`config.mk`:
```
export PLATFORM = sky130hd
export DESIGN_NAME = uart_tx_buffered
export DESIGN_NICKNAME = d
export VERILOG_FILES = /design/src/rtl/uart_tx_buffered_pkg.sv /design/src/rtl/uart_tx_buffered_fifo.sv /design/src/rtl/uart_tx_buffered.sv
export SDC_FILE = /design/constraint.sdc
export NUM_CORES = 1
export LEC_CHECK = 0
export CORE_MARGIN = 2
export CORE_UTILIZATION = 61
export DETAILED_ROUTE_END_ITERATION = 7
export GPL_TIMING_DRIVEN = 0
export PLACE_DENSITY = 0.89
export SYNTH_ARGS = -nofsm -noshare
export SYNTH_HDL_FRONTEND = slang
export SYNTH_SLANG_ARGS = --single-unit
```
`constraint.sdc`:
```
create_clock -name i_Clock -period 3.1 [get_ports i_Clock]
set_clock_uncertainty 0.2 [all_clocks]
set_input_delay 0.62 -clock i_Clock [delete_from_list [all_inputs] [get_ports i_Clock]]
set_output_delay 0.62 -clock i_Clock [all_outputs]
set_load 0.02 [all_outputs]
```
`src/rtl/uart_tx_buffered_pkg.sv`:
```
// Shared UART definitions: FSM state encodings and frame constants, common to the TX and RX paths.
package uart_tx_buffered_pkg;

  localparam int unsigned DATA_BITS = 8;

  typedef enum logic [2:0] {
    ST_IDLE,
    ST_START,
    ST_DATA,
    ST_PARITY,
    ST_STOP
  } tx_state_t;

  function automatic logic even_parity(input logic [DATA_BITS-1:0] i_data);
    return ^i_data;
  endfunction

endpackage

```
`src/rtl/uart_tx_buffered_fifo.sv`:
```
// Single-clock synchronous FIFO with first-word-fall-through read data.
module byte_fifo #(
  parameter int unsigned WIDTH      = 8,
  parameter int unsigned DEPTH_LOG2 = 4
) (
  input  logic                  i_Clock,
  input  logic                  i_Reset,
  input  logic                  wr_en,
  input  logic [WIDTH-1:0]      wr_data,
  input  logic                  rd_en,
  output logic [WIDTH-1:0]      rd_data,
  output logic [DEPTH_LOG2:0]   count,
  output logic                  full,
  output logic                  empty
);

  localparam int unsigned DEPTH = 1 << DEPTH_LOG2;
  localparam logic [DEPTH_LOG2:0] FULL_CNT = {1'b1, {DEPTH_LOG2{1'b0}}};

  logic [WIDTH-1:0]      r_mem [DEPTH];
  logic [DEPTH_LOG2-1:0] r_wr_ptr;
  logic [DEPTH_LOG2-1:0] r_rd_ptr;
  logic [DEPTH_LOG2:0]   r_count;
  logic [DEPTH_LOG2:0]   w_count_next;
  logic                  r_full;
  logic                  w_wr;
  logic                  w_rd;

  assign w_wr = wr_en && !r_full;
  assign w_rd = rd_en && (r_count != '0);

  always_comb begin
    w_count_next = r_count;
    if (w_wr && !w_rd) begin
      w_count_next = r_count + 1'b1;
    end else if (w_rd && !w_wr) begin
      w_count_next = r_count - 1'b1;
    end
  end

  // Full is registered from the next count so it is valid at the start of every cycle.
  always_ff @(posedge i_Clock) begin
    if (i_Reset) begin
      r_wr_ptr <= '0;
      r_rd_ptr <= '0;
      r_count  <= '0;
      r_full   <= 1'b0;
    end else begin
      if (w_wr) r_wr_ptr <= r_wr_ptr + 1'b1;
      if (w_rd) r_rd_ptr <= r_rd_ptr + 1'b1;
      r_count <= w_count_next;
      r_full  <= (w_count_next == FULL_CNT);
    end
  end

  always_ff @(posedge i_Clock) begin
    if (w_wr) r_mem[r_wr_ptr] <= wr_data;
  end

  assign rd_data = r_mem[r_rd_ptr];
  assign count   = r_count;
  assign full    = r_full;
  assign empty   = (r_count == '0);

endmodule

```
`src/rtl/uart_tx_buffered.sv`:
```
// Buffered 8N1 UART transmitter: byte FIFO feeding a registered serialiser.
// Define UART_TX_PARITY_EN to insert an even-parity bit after the data bits.
module uart_tx_buffered
  import uart_tx_buffered_pkg::*;
#(
  parameter int unsigned CLKS_PER_BIT    = 12,
  parameter int unsigned FIFO_DEPTH_LOG2 = 4
) (
  input  logic                       i_Clock,
  input  logic                       i_Reset,
  input  logic                       i_Tx_DV,
  input  logic [7:0]                 i_Tx_Byte,
  output logic                       o_Ready,
  output logic                       o_Tx_Serial,
  output logic                       o_Tx_Active,
  output logic                       o_Tx_Done,
  output logic [FIFO_DEPTH_LOG2:0]   o_Fifo_Count
);

  localparam int unsigned CNT_W = (CLKS_PER_BIT > 1) ? $clog2(CLKS_PER_BIT) : 1;
  localparam logic [CNT_W-1:0] LAST_CLK = CNT_W'(CLKS_PER_BIT - 1);
  localparam int unsigned IDX_W = $clog2(DATA_BITS);
  localparam logic [IDX_W-1:0] LAST_IDX = IDX_W'(DATA_BITS - 1);

  tx_state_t             r_state;
  tx_state_t             w_state_next;
  logic [CNT_W-1:0]      r_clk_cnt;
  logic [IDX_W-1:0]      r_bit_idx;
  logic [DATA_BITS-1:0]  r_shift;
  logic                  w_bit_end;
  logic                  w_pop;
  logic [DATA_BITS-1:0]  w_head;
  logic                  w_empty;
  logic                  w_full;
  logic                  w_serial;
  logic                  w_active;
  logic                  w_done;
  logic                  r_Tx_Serial;
  logic                  r_Tx_Active;
  logic                  r_Tx_Done;
`ifdef UART_TX_PARITY_EN
  logic                  r_parity;
`endif

  byte_fifo #(
    .WIDTH      (DATA_BITS),
    .DEPTH_LOG2 (FIFO_DEPTH_LOG2)
  ) u_fifo (
    .i_Clock (i_Clock),
    .i_Reset (i_Reset),
    .wr_en   (i_Tx_DV && o_Ready),
    .wr_data (i_Tx_Byte),
    .rd_en   (w_pop),
    .rd_data (w_head),
    .count   (o_Fifo_Count),
    .full    (w_full),
    .empty   (w_empty)
  );

  assign o_Ready   = !w_full;
  assign w_bit_end = (r_clk_cnt == LAST_CLK);

  always_comb begin
    w_state_next = r_state;
    w_pop        = 1'b0;
    case (r_state)
      ST_IDLE: begin
        if (!w_empty) begin
          w_pop        = 1'b1;
          w_state_next = ST_START;
        end
      end
      ST_START: if (w_bit_end) w_state_next = ST_DATA;
      ST_DATA: begin
        if (w_bit_end && (r_bit_idx == LAST_IDX)) begin
`ifdef UART_TX_PARITY_EN
          w_state_next = ST_PARITY;
`else
          w_state_next = ST_STOP;
`endif
        end
      end
`ifdef UART_TX_PARITY_EN
      ST_PARITY: if (w_bit_end) w_state_next = ST_STOP;
`endif
      // Chaining straight into START keeps back-to-back frames gapless.
      ST_STOP: begin
        if (w_bit_end) begin
          if (!w_empty) begin
            w_pop        = 1'b1;
            w_state_next = ST_START;
          end else begin
            w_state_next = ST_IDLE;
          end
        end
      end
      default: w_state_next = ST_IDLE;
    endcase
  end

  always_comb begin
    w_serial = 1'b1;
    w_active = (r_state != ST_IDLE);
    w_done   = (r_state == ST_STOP) && w_bit_end;
    case (r_state)
      ST_START:  w_serial = 1'b0;
      ST_DATA:   w_serial = r_shift[0];
`ifdef UART_TX_PARITY_EN
      ST_PARITY: w_serial = r_parity;
`endif
      default:   w_serial = 1'b1;
    endcase
  end

  always_ff @(posedge i_Clock) begin
    if (i_Reset) begin
      r_state     <= ST_IDLE;
      r_clk_cnt   <= '0;
      r_bit_idx   <= '0;
      r_shift     <= '0;
      r_Tx_Serial <= 1'b1;
      r_Tx_Active <= 1'b0;
      r_Tx_Done   <= 1'b0;
`ifdef UART_TX_PARITY_EN
      r_parity    <= 1'b0;
`endif
    end else begin
      r_state     <= w_state_next;
      r_Tx_Serial <= w_serial;
      r_Tx_Active <= w_active;
      r_Tx_Done   <= w_done;
      if (w_pop) begin
        r_shift   <= w_head;
        r_clk_cnt <= '0;
        r_bit_idx <= '0;
`ifdef UART_TX_PARITY_EN
        r_parity  <= even_parity(w_head);
`endif
      end else if (r_state != ST_IDLE) begin
        r_clk_cnt <= w_bit_end ? '0 : r_clk_cnt + 1'b1;
        if ((r_state == ST_DATA) && w_bit_end) begin
          r_shift   <= r_shift >> 1;
          r_bit_idx <= r_bit_idx + 1'b1;
        end
      end
    end
  end

  assign o_Tx_Serial = r_Tx_Serial;
  assign o_Tx_Active = r_Tx_Active;
  assign o_Tx_Done   = r_Tx_Done;

endmodule

```
=== Word-level counts from Yosys, hierarchy flattened ===
Memories as Yosys holds them, arrays and structs flattened. A register that Yosys moved wholly into a read port is not among the register bits.
Cells that the tools add are included.

* Bits of input ports: 11
* Bits in registers: 35
* Output and inout port bits: 9
* Memories: 1
* RAM bits: 128

{| class="wikitable"
|+ Memory list
! memory !! depth !! width !! rd ports !! clocked after memory_dff !! wr ports !! RTL line !! source
|-
| u_fifo.r_mem || 16 || 8 || 1 || 1 || 1 || uart_tx_buffered_fifo.sv:20 || <nowiki>logic [WIDTH-1:0] r_mem [DEPTH];</nowiki>
|}

* Add/sub/neg operators: 6
* Reductions and logical operators: 21
* Muxes and demuxes: 20
* Eq/ne operators: 10

{| class="wikitable"
|+ Operator list
! cell !! number
|-
| $mux W8 || 3
|-
| $add A4 B1 Y4 const B || 3
|-
| $mux W3 || 4
|-
| $mux W4 || 3
|-
| $pmux W3 S4 || 1
|-
| $mux W5 || 2
|-
| $logic_and A1 B1 Y1 || 8
|-
| $ne A2 B2 Y1 const B || 4
|-
| $eq A3 B3 Y1 const B || 2
|-
| $add A5 B1 Y5 const B || 1
|-
| $eq A5 B5 Y1 const B || 1
|-
| $logic_not A5 Y1 || 1
|-
| $mux W1 || 5
|-
| $reduce_bool A5 Y1 || 1
|-
| $sub A5 B1 Y5 const B || 1
|-
| $eq A4 B4 Y1 const B || 1
|-
| $pmux W1 S2 || 2
|-
| $reduce_and A2 Y1 || 2
|-
| $reduce_and A4 Y1 || 1
|-
| $reduce_bool A2 Y1 || 2
|-
| $add A3 B1 Y3 const B || 1
|-
| $eq A3 B1 Y1 const B || 1
|-
| $eq A3 B2 Y1 const B || 1
|-
| $logic_not A1 Y1 || 3
|-
| 3 further kinds || 3
|}

=== Longest topological paths before layout ===
* Word-level depth: 9
* Depth in mapped cells: 9
* Depth with buffers taken out: 7

=== Hierarchy ===
From an unflattened synthesis, not the netlist that was laid out.

* Cell total of the unflattened synthesis: 392
* Area total of the unflattened synthesis: 6710.2 sq um

{| class="wikitable"
|+ By module, submodules not included
! module !! cells an instance !! area each (sq um) !! instances
|-
| byte_fifo || 286 || 5739.3 || 1
|-
| uart_tx_buffered || 106 || 970.9 || 1
|}

=== Worst setup path before layout ===
OpenSTA, ideal clock, no wires.

* Kind: input to register
* From: input i_Tx_DV
* To: memory u_fifo.r_mem[3][0], enable pin
* Setup slack: 0.551 ns
* Buffers on the path: 1
* Arrival time: 1.966 ns
* Stages on the path: 4
* Data required time: 2.517 ns
* Library setup time: 0.383 ns
* Path through: nor2b_1 -> clkbuf_1 -> nand2_1 -> nor3_1

* Cells in the longest elaborated chain, start to end: 4

{| class="wikitable"
|+ Ends and longest elaborated chain
! what !! RTL line !! source
|-
| from (decl) || uart_tx_buffered.sv:11 || <nowiki>input logic i_Tx_DV,</nowiki>
|-
| $logic_and A1 B1 Y1 || uart_tx_buffered.sv:51 || <nowiki>.wr_en (i_Tx_DV && o_Ready),</nowiki>
|-
| $logic_and A1 B1 Y1 || uart_tx_buffered_fifo.sv:29 || <nowiki>assign w_wr = wr_en && !r_full;</nowiki>
|-
| $mux W1 || uart_tx_buffered_fifo.sv:57 || <nowiki>if (w_wr) r_mem[r_wr_ptr] <= wr_data;</nowiki>
|-
| $mux W1 (implied by the code) || uart_tx_buffered_fifo.sv:57 ||
|-
| to (decl) || uart_tx_buffered_fifo.sv:20 ||
|}

Every way passes these cells.

=== Worst setup path after layout ===
* From: input i_Tx_DV
* To: memory u_fifo.r_mem[7][4], enable pin

The elaborated chain is that of the path after synthesis.

==> flow_metrics.py <==
metrics = {
    "status": {
        "status": "finished, final reports clean",
    },
    "floorplan": {
        "core-area_sq_um": 10800,
        "row_count": 38,
        "initial_core_util_pct": 62.4,
        "die_area_sq_um": 11900,
        "fp.dieW_um": 109,
        "io_pins": 20,
        "die_y_um": 109,
    },
    "yosys": {
        "synthArstFlopShare_pct": 0,
        "synthAdderAreaFrac_pct": 2.04,
        "synth_cell_types": 43,
        "muxShareOfSynthArea_pct": 12.6,
        "synth-edff-count": 128,
        "syn_avg_cell_area_sq_um": 15.9,
        "yosys.area_share.simple_pct": 7.56,
        "yosysWarningCount": 0,
        "synth_ff_type": "edfxtp_1",
        "synth_top_family_by_area": "multiplexers",
        "synth_compound_gate_area_share_pct": 5.68,
        "yosysSeqAreaShare_pct": 68.6,
        "synth_xor_area_share_pct": 1.56,
        "syn-num-nets": 445,
        "ys_ff_latch": 167,
        "synthCells": 423,
        "synth_area_sq_um": 6740,
    },
    "timing": {
        "finalHoldViolCount": 0,
        "hold_slack_ns": 0.273,
        "tightest_slew_ns": 0.790,
        "max_clock_freq_mhz": 344,
        "relSlewSlack_pct": 47.1,
        "grt_setup_unrepaired": "false",
        "final-setup-viol-count": 0,
        "fin_crit_ns": 2.91,
        "finalCritPeriodShare_pct": 93.7,
        "finalWorstSetupSlack_ns": 0.195,
        "final_max_slew_viol_count": 0,
    },
    "route": {
        "drt_first_iter_violations": 439,
        "drcViolationCount": 0,
        "viasPerCell": 6.16,
        "first_pass_iters": 5,
        "vias": 3785,
        "wire_per_inst_um": 21.8,
        "wirelength_um": 13400,
        "antenna_left": 0,
    },
    "placement": {
        "port_buffers": 19,
        "hpwlAfterDp_um": 8820,
        "place_inst": 582,
        "gp_congestion": 0.844,
        "dpl_cell_area_sq_um": 7100,
        "dpl_worst_slack_ns": -0.670,
    },
    "worst_setup_path": {
        "startpoint_type": "input pin",
        "crit_family": "simple AND/OR/NAND/NOR gates",
        "worstSetupPathType": "in -> reg",
        "cp.arrival_ns": 2.87,
        "slowest_delay_ns": 0.69,
        "critPathCaptureType": "flop",
        "crit_required_ns": 3.07,
        "crit_chain": "clkdlybuf4s50_1 -> nor2b_1 -> clkbuf_1 -> nand2_1 -> nor2_1",
        "critPathSlowestCell": "nor2_1",
        "worstPathMaxFanout": 10,
        "crit_buf_inv": 2,
    },
    "global_route": {
        "grt_util_met3_pct": 5.20,
        "grt_pass1_wl_um": 20600,
        "grt_overflow": 0,
        "globalRoute.busiestLayer": "met2",
        "use_met1_pct": 31.4,
        "grt_util_all_layers_pct": 24.6,
        "grt_max_degree": 17,
        "grt_use_met2_pct": 42.3,
        "grt_pass1_vias": 3749,
        "grt_antenna_before_repair": 0,
    },
    "layout": {
        "final_cell_mix": "edfxtp_1 (128), dfxtp_1 (39), nor2_1 (36), mux4_2 (32), nand2_1 (27)",
        "regArea_sq_um": 4620,
        "layout_commonest_cell": "edfxtp_1",
        "final_util_pct": 70.9,
        "final_cells": 614,
        "antenna_cells": 0,
        "filler_cell_count": 678,
        "multiInputGateArea_sq_um": 2010,
        "final_nets": 483,
        "drive_above_1_share_pct": 15.8,
        "area_delta_synth_final_pct": 13.6,
        "design_area_sq_um": 7650,
    },
    "clocking": {
        "worst_skew_pair.late_latency_ns": 0.54,
        "clock-sinks": 167,
        "cts.htree.levels": 4,
        "cts_setup_buffers": 0,
        "cts_max_path_buffers": 2,
        "cts-root-buf": "clkbuf_8",
        "cts_buffers": 17,
        "cts_tree": "done",
        "clk_pin_slew_worst_paths_ns": 0.06,
    },
    "power_and_ir_drop": {
        "power_density_nw_per_um2": 822,
        "peakVddDrop_uv": 504,
        "leakagePower_nw": 2.55,
    },
    "min_path": {
        "min_path_type": "reg -> reg",
    },
    "flow_run": {
        "maxCapViolCount": 0,
    },
}
-- metrics by stage --
step | setup TNS (ns) | power, mW
2_1_floorplan | 0 | 3.95
3_3_place_gp | -25.48 | 4.36
3_5_place_dp | -41.16 | 4.42
4_1_cts | 0 | 6.30
5_1_grt | 0 | 6.56
6_report | 0 | 6.29
-- area by class of cell --
| type | instances | area share [%] |
|---|---|---|
| sequential | 167 | 60.4 |
| timing repair buffer | 19 | 2.48 |
| buffer | 25 | 1.37 |
| clock inverter | 14 | 1.45 |
| tap | 140 | 2.29 |
| multi-input combinational | 225 | 26.2 |
| clock buffer | 18 | 5.46 |
| inverter | 6 | 0.294 |
-- layer usage --
metal  vias to the layer above  share of wire (%)
met3                        25                5.8
li1                       1723                  -
met1                      1881                 40
met4                         0                1.7
met5                         -                  0
met2                       156                 53
-- worst reg2reg max path: stages (launching register included) --
cell and delay [ns]:
dfxtp_1 0.35, clkbuf_1 0.28, inv_1 0.13, ha_1 0.21
nor4b_2 0.18, a2111o_1 0.51, buf_2 0.24, buf_4 0.20
a221oi_1 0.28
-- registers in the layout (all words and copies together), names as in the netlist, named ones only --
| signal | cells |
|---|---|
| r_bit_idx | 3 |
| r_clk_cnt | 4 |
| u_fifo.r_wr_ptr | 4 |
| o_Tx_Active | 1 |
| u_fifo.r_mem | 128 |
| u_fifo.r_rd_ptr | 4 |
| r_state | 3 |
| o_Tx_Serial | 1 |
| r_shift | 8 |
| u_fifo.full | 1 |
| o_Tx_Done | 1 |
| u_fifo.count | 5 |
-- power breakdown --
part           internal, mW  switching (mW)
logic                 0.767           0.947
clock network          1.05           0.831
registers              2.58           0.107
total                  4.40            1.88
-- Yosys cell counts, types with 2 or more instances --
cell type / instances / share of area [%]
nor3_1: 11 / 0.82
clkbuf_1: 17 / 0.95
a31oi_1: 7 / 0.65
a211oi_1: 2 / 0.22
ha_1: 11 / 2.0
nand3_1: 3 / 0.22
nor2b_1: 4 / 0.37
edfxtp_1: 128 / 57
a21oi_1: 22 / 1.6
buf_2: 6 / 0.45
mux4_2: 32 / 11
dfxtp_1: 39 / 12
a221oi_1: 7 / 0.91
nand4b_1: 2 / 0.26
nand4_1: 3 / 0.28
a22o_1: 7 / 0.91
inv_1: 6 / 0.33
xor2_1: 5 / 0.65
o21ai_0: 5 / 0.37
nor2_1: 36 / 2.0
xnor2_1: 7 / 0.91
nand2b_1: 4 / 0.37
mux2i_1: 12 / 1.8
nand2_1: 27 / 1.5
or3_1: 2 / 0.19
-- final timing paths --
check                  startpoint                 end  slack (ns)  depth (start not counted)
setup / recovery          i_Tx_DV  u_fifo.r_mem[7][4]        0.19                          5
setup reg to reg  u_fifo.count[0]          r_shift[6]        0.42                          8
hold / removal       r_bit_idx[1]        r_bit_idx[1]        0.27                          2
hold reg to reg      r_bit_idx[1]        r_bit_idx[1]        0.27                          2
-- cells by family (layout without fill, tap and decap cells) --
group                    count (synthesis)  count (layout)
flip-flops                             167             167
AND/OR/NAND/NOR                        102             102
AO/OA/AOI/OAI                           55              55
multiplexers                            45              45
buffers and inverters                   31              82
XOR/XNOR                                12              12
adder cells (fa/ha/maj)                 11              11
-- repair_timing --
| item | in CTS | in global routing |
|---|---|---|
| hold buffers | 0 | 0 |
| pin swaps | 0 | 0 |
| setup endpoints to repair | 24 | 8 |
| gates resized for setup | 3 | 1 |
(Power assumes the default switching activity.)
